===== src/rtl/pam4_symbol_mapper_pkg.sv =====
// pam4_symbol_mapper_pkg: 4-PAM constellation definitions shared by mapper and detector.
package pam4_symbol_mapper_pkg;
   localparam int LVL_M3 = -3;
   localparam int LVL_M1 = -1;
   localparam int LVL_P1 = 1;
   localparam int LVL_P3 = 3;
   // Level per 2-bit field value, natural and Gray orderings
   localparam int NAT_LVL [4] = '{LVL_M3, LVL_M1, LVL_P1, LVL_P3};
   localparam int GRAY_LVL [4] = '{LVL_M3, LVL_M1, LVL_P3, LVL_P1};
   localparam int OFF_I1 = 0;
   localparam int OFF_Q1 = 2;
   localparam int OFF_I2 = 4;
   localparam int OFF_Q2 = 6;
   function automatic logic signed [63:0] lvl_word(input int k, input int q);
      return longint'(k) <<< q;
   endfunction
endpackage


===== src/rtl/pam4_level_lut.sv =====
// pam4_level_lut: maps one 2-bit field to its signed fixed-point 4-PAM level.
module pam4_level_lut
   import pam4_symbol_mapper_pkg::*;
#(
   parameter int N    = 32,
   parameter int Q    = 22,
   parameter int GRAY = 0
) (
   input  logic [1:0]   bits,
   output logic [N-1:0] level
);
   assign level = N'(lvl_word(GRAY != 0 ? GRAY_LVL[bits] : NAT_LVL[bits], Q));
endmodule


===== src/rtl/pam4_symbol_mapper.sv =====
// pam4_symbol_mapper: maps 8-bit symbol groups to four 4-PAM levels through a
// 2-entry output FIFO with frame delimiting and per-frame symbol count.
module pam4_symbol_mapper
   import pam4_symbol_mapper_pkg::*;
#(
   parameter int N     = 32,
   parameter int Q     = 22,
   parameter int GRAY  = 0,
   parameter int CNT_W = 12
) (
   input  logic             clk,
   input  logic             rst_n,
   input  logic [7:0]       in_data,
   input  logic             in_valid,
   input  logic             in_last,
   output logic             in_ready,
   output logic [N-1:0]     xI1,
   output logic [N-1:0]     xQ1,
   output logic [N-1:0]     xI2,
   output logic [N-1:0]     xQ2,
   output logic [7:0]       out_bits,
   output logic             out_last,
   output logic             out_valid,
   input  logic             out_ready,
   output logic [CNT_W-1:0] sym_cnt
);
   localparam int W = 4 * N + 9 + CNT_W;
   logic [N-1:0] lv_i1, lv_q1, lv_i2, lv_q2;
   logic [W-1:0] mem [2];
   logic [1:0] count;
   logic wr_ptr, rd_ptr, rdy_en, push, pop;
   logic [CNT_W-1:0] wr_cnt;
   pam4_level_lut #(.N(N), .Q(Q), .GRAY(GRAY)) u_lut_i1 (.bits(in_data[OFF_I1+:2]), .level(lv_i1));
   pam4_level_lut #(.N(N), .Q(Q), .GRAY(GRAY)) u_lut_q1 (.bits(in_data[OFF_Q1+:2]), .level(lv_q1));
   pam4_level_lut #(.N(N), .Q(Q), .GRAY(GRAY)) u_lut_i2 (.bits(in_data[OFF_I2+:2]), .level(lv_i2));
   pam4_level_lut #(.N(N), .Q(Q), .GRAY(GRAY)) u_lut_q2 (.bits(in_data[OFF_Q2+:2]), .level(lv_q2));
   // rdy_en keeps in_ready low until the first edge after reset release
   assign in_ready  = rdy_en && count != 2'd2;
   assign out_valid = count != 2'd0;
   assign push      = in_valid && in_ready;
   assign pop       = out_valid && out_ready;
   assign {xI1, xQ1, xI2, xQ2, out_bits, out_last, sym_cnt} = mem[rd_ptr];
   always_ff @(posedge clk or negedge rst_n) begin
      if (!rst_n) begin
         mem[0] <= '0;
         mem[1] <= '0;
         count  <= '0;
         wr_ptr <= 1'b0;
         rd_ptr <= 1'b0;
         rdy_en <= 1'b0;
         wr_cnt <= '0;
      end else begin
         rdy_en <= 1'b1;
         if (push) begin
            mem[wr_ptr] <= {lv_i1, lv_q1, lv_i2, lv_q2, in_data, in_last, wr_cnt};
            wr_ptr      <= ~wr_ptr;
            wr_cnt      <= in_last ? '0 : wr_cnt + CNT_W'(1);
         end
         if (pop) rd_ptr <= ~rd_ptr;
         count <= count + 2'(push) - 2'(pop);
      end
   end
endmodule


===== config.mk =====
export PLATFORM = sky130hd
export DESIGN_NAME = pam4_symbol_mapper
export DESIGN_NICKNAME = d
export VERILOG_FILES = /design/src/rtl/pam4_symbol_mapper_pkg.sv /design/src/rtl/pam4_level_lut.sv /design/src/rtl/pam4_symbol_mapper.sv
export SDC_FILE = /design/constraint.sdc
export NUM_CORES = 1
export LEC_CHECK = 0
export ABC_CLOCK_PERIOD_IN_PS = 4450
export BUFFER_PORTS_ARGS = -buffer_cell sky130_fd_sc_hd__buf_2
export CORE_MARGIN = 8
export CORE_UTILIZATION = 60
export DETAILED_ROUTE_END_ITERATION = 10
export PLACE_DENSITY = 0.82
export SYNTH_ARGS = -nofsm -noshare
export SYNTH_HDL_FRONTEND = slang
export SYNTH_HIERARCHICAL = 1
export SYNTH_SLANG_ARGS = --single-unit

===== constraint.sdc =====
create_clock -name clk -period 4.45 [get_ports clk]
set_input_delay 1.335 -clock clk [delete_from_list [all_inputs] [get_ports clk]]
set_output_delay 1.335 -clock clk [all_outputs]
set_load 0.01 [all_outputs]

==> reports/results.ini <==
[power_and_ir_drop]
intPower_mw = 8.822
p_sw_frac = 0.3125
p_leak_nw = 7.556
ir_worst_vdd_mv = 0.4382
clkPwrFrac = 0.225
power_switching_mw = 4.010
pwr-share-comb = 0.395
cellPowerDensity_nw_per_um2 = 781.4
power.total_mw = 12.83
power_frac_seq = 0.380

[yosys]
synthXorXnorAreaFrac = 0.002372
synth_area_leaders = dfrtp_1 53%, mux2_2 33%, buf_4 7.1%, buf_6 0.84%, mux2_1 0.69%
synth_area_um2 = 14770
synthDistinctLibCells = 39
synth.area.mux_share = 0.3415
synth_top_family_by_area = multiplexers
synth_compound_area_frac = 0.006693
avgSynthCellArea_um2 = 14.37
ys_ff_latch = 315
synth-edff-count = 0
seq_area_frac_synth = 0.5338
syn_inst = 1028
synth-simple-area-share = 0.02110
synth_ff_type = dfrtp_1
yosysTopAreaCellShare = 0.5338
synth_async_sr_flop_share = 1.000
synth_fa_ha_area_frac = 0.002542
yosysTopAreaCell = dfrtp_1
yosys_warnings = 6

[sta]
min_period_over_period = 0.7389
worst_pin_slew_ns = 0.8372
holdWs_ns = 0.4846
tns_ns = 0
slew_viol_final = 0
rsz0062_at_grt = false
clock.fmax_ghz = 0.3041
timing.final.ws_setup_ns = 1.162
period_minus_slack_ns = 3.288
setup_viol = 0
clock_skew_ns = 0.008036
finalHoldViolCount = 0
max_slew_margin = 0.4419

[worst_setup_path]
path_buf_inv = 2
cp_max_fo = 79
cp.required_ns = 3.12
critical_path_class = register to primary output
path_delay_family = buffers and inverters
rr_worst_depth = 6
critPathMaxStageDelay_ns = 0.44
crit_slowest_cell = dfrtp_4
cp-start-kind = register
crit_arrival_ns = 1.95
crit_cells = 3
setup.worst_path.end_class = primary output
crit_path_cell_trace = buf_12 -> mux2_2 -> buf_2

[clocking]
post_cts_resized = 0
cts_buffer_depth = 3
cts_htree_levels = 2
clk_pin_slew_ns = 0.05
cts_tree = done
cts_root_buffer = clkbuf_16
post_cts_buffers = 0
cts.sinks = 315
cts_hold_buf = 0
clock_latency_ns = 0.49
cts_buffers = 35

[route]
vias = 7899
viasPerCell = 5.277
drt_pre_antenna_iters = 4
wl_per_cell_um = 17.87
drt-initial-drc-count = 440
wl_um = 26750
detail-route-antenna-nets = 0
drc_errors = 0

[placed_design]
place_inst = 1435
place_worst_setup_slack_ns = 1.118
port_buffers = 163
dpl.hpwl_um = 16730
routabilityCongestion = 0.7612
place_area_um2 = 15250

[grt]
grt_usage = 0.1790
use_met2 = 0.3074
grt_pass1_wl_um = 45110
antenna_found_initial = 0
grt_pass1_vias = 8771
overflow = 0
met3_usage = 0.03855
grt_max_degree = 109
grtUsageMet1 = 0.2265
busiest_layer = met2

[job]
maxCapViolCount = 0

[floorplanning]
start_util = 0.6090
die_x_um = 172.9
die_h_um = 172.9
row_count = 57
io_pins = 164
die_area_um2 = 29890
core-area_um2 = 24250

[final_layout]
diodes = 0
area_growth_syn_to_layout_pct = 11.21
nets = 1164
final_cells = 1497
finish.utilization = 0.6773
stdcell_area_um2 = 16420
layout-drive-gt1-share = 0.5780

[hold_path]
hold_path.class = register to register
holdPathStages = 1

[run_status]
status = complete, no violations

## Yosys cell counts, types with 6 or more instances
| cell type | count |
|---|---|
| nand2_1 | 10 |
| nand3_1 | 7 |
| buf_4 | 140 |
| conb_1 | 9 |
| dfrtp_1 | 315 |
| o21ai_0 | 7 |
| buf_2 | 18 |
| mux2_2 | 438 |
| mux2_1 | 9 |
| nor2b_1 | 8 |
| buf_6 | 11 |
| nor4_1 | 6 |
## cells in the final DEF, fill, tap and decap left out, types with 8 or more instances in the layout
| cell | n |
|---|---|
| nand2_1 | 9 |
| buf_2 | 162 |
| buf_12 | 9 |
| mux2_2 | 438 |
| conb_1 | 93 |
| mux2_1 | 9 |
| clkbuf_8 | 10 |
| clkbuf_16 | 37 |
| dfrtp_1 | 314 |
| nor2b_1 | 8 |
| clkbuf_1 | 11 |
## power by group through the flow
| stage | Sequential (mW) | Clock (mW) | Combinational (mW) |
|---|---|---|---|
| floorplan | 4.67 | 0 | 3.69 |
| global placement | 4.83 | 0 | 5.03 |
| detailed placement | 4.92 | 0 | 5.14 |
| CTS | 4.89 | 2.96 | 5.19 |
| global route | 5.05 | 3.08 | 5.47 |
| finish | 4.88 | 2.89 | 5.07 |
## metal layers
layer / part of all wire / wire [um] / up-vias
met4: 0.018 / 480 / 0
met5: 0 / 0 / -
met3: 0.044 / 1166 / 42
met2: 0.50 / 13320 / 143
met1: 0.44 / 11790 / 4078
li1: - / - / 3636
## cells by family (layout without fill, tap and decap cells)
group                    count (synthesis)  after routing
AND/OR/NAND/NOR                         50             50
XOR/XNOR                                 4              4
flip-flops                             315            315
multiplexers                           448            448
adder cells (fa/ha/maj)                  3              3
AO/OA/AOI/OAI                           14             14
buffers and inverters                  185            246
other                                    9             93
## layout make-up
cell class / count / area [um2]
clock inverter: 4 / 70.07
fill: 1748 / 7825
timing repair buffer: 178 / 1051
tap: 324 / 405.4
multi-input combinational: 612 / 5883
inverter: 6 / 22.52
clock buffer: 58 / 1105
sequential: 315 / 7886
## final timing paths
kind,from,endpoint,slack (ns)
max reg2reg,count[1],mem[232],2.05
max in group asynchronous,rst_n,mem[126],2.57
max,rd_ptr,xI1[25],1.16
min,mem[176],mem[176],0.48
min reg2reg,mem[176],mem[176],0.48
min in group asynchronous,rst_n,mem[50],0.88
## state kept, by name, summed over array words and instances (netlist names)
register  cells
count         2
mem         298
rd_ptr        1
rdy_en        1
wr_cnt       12
wr_ptr        1
Power figures use the tool's default switching activity.
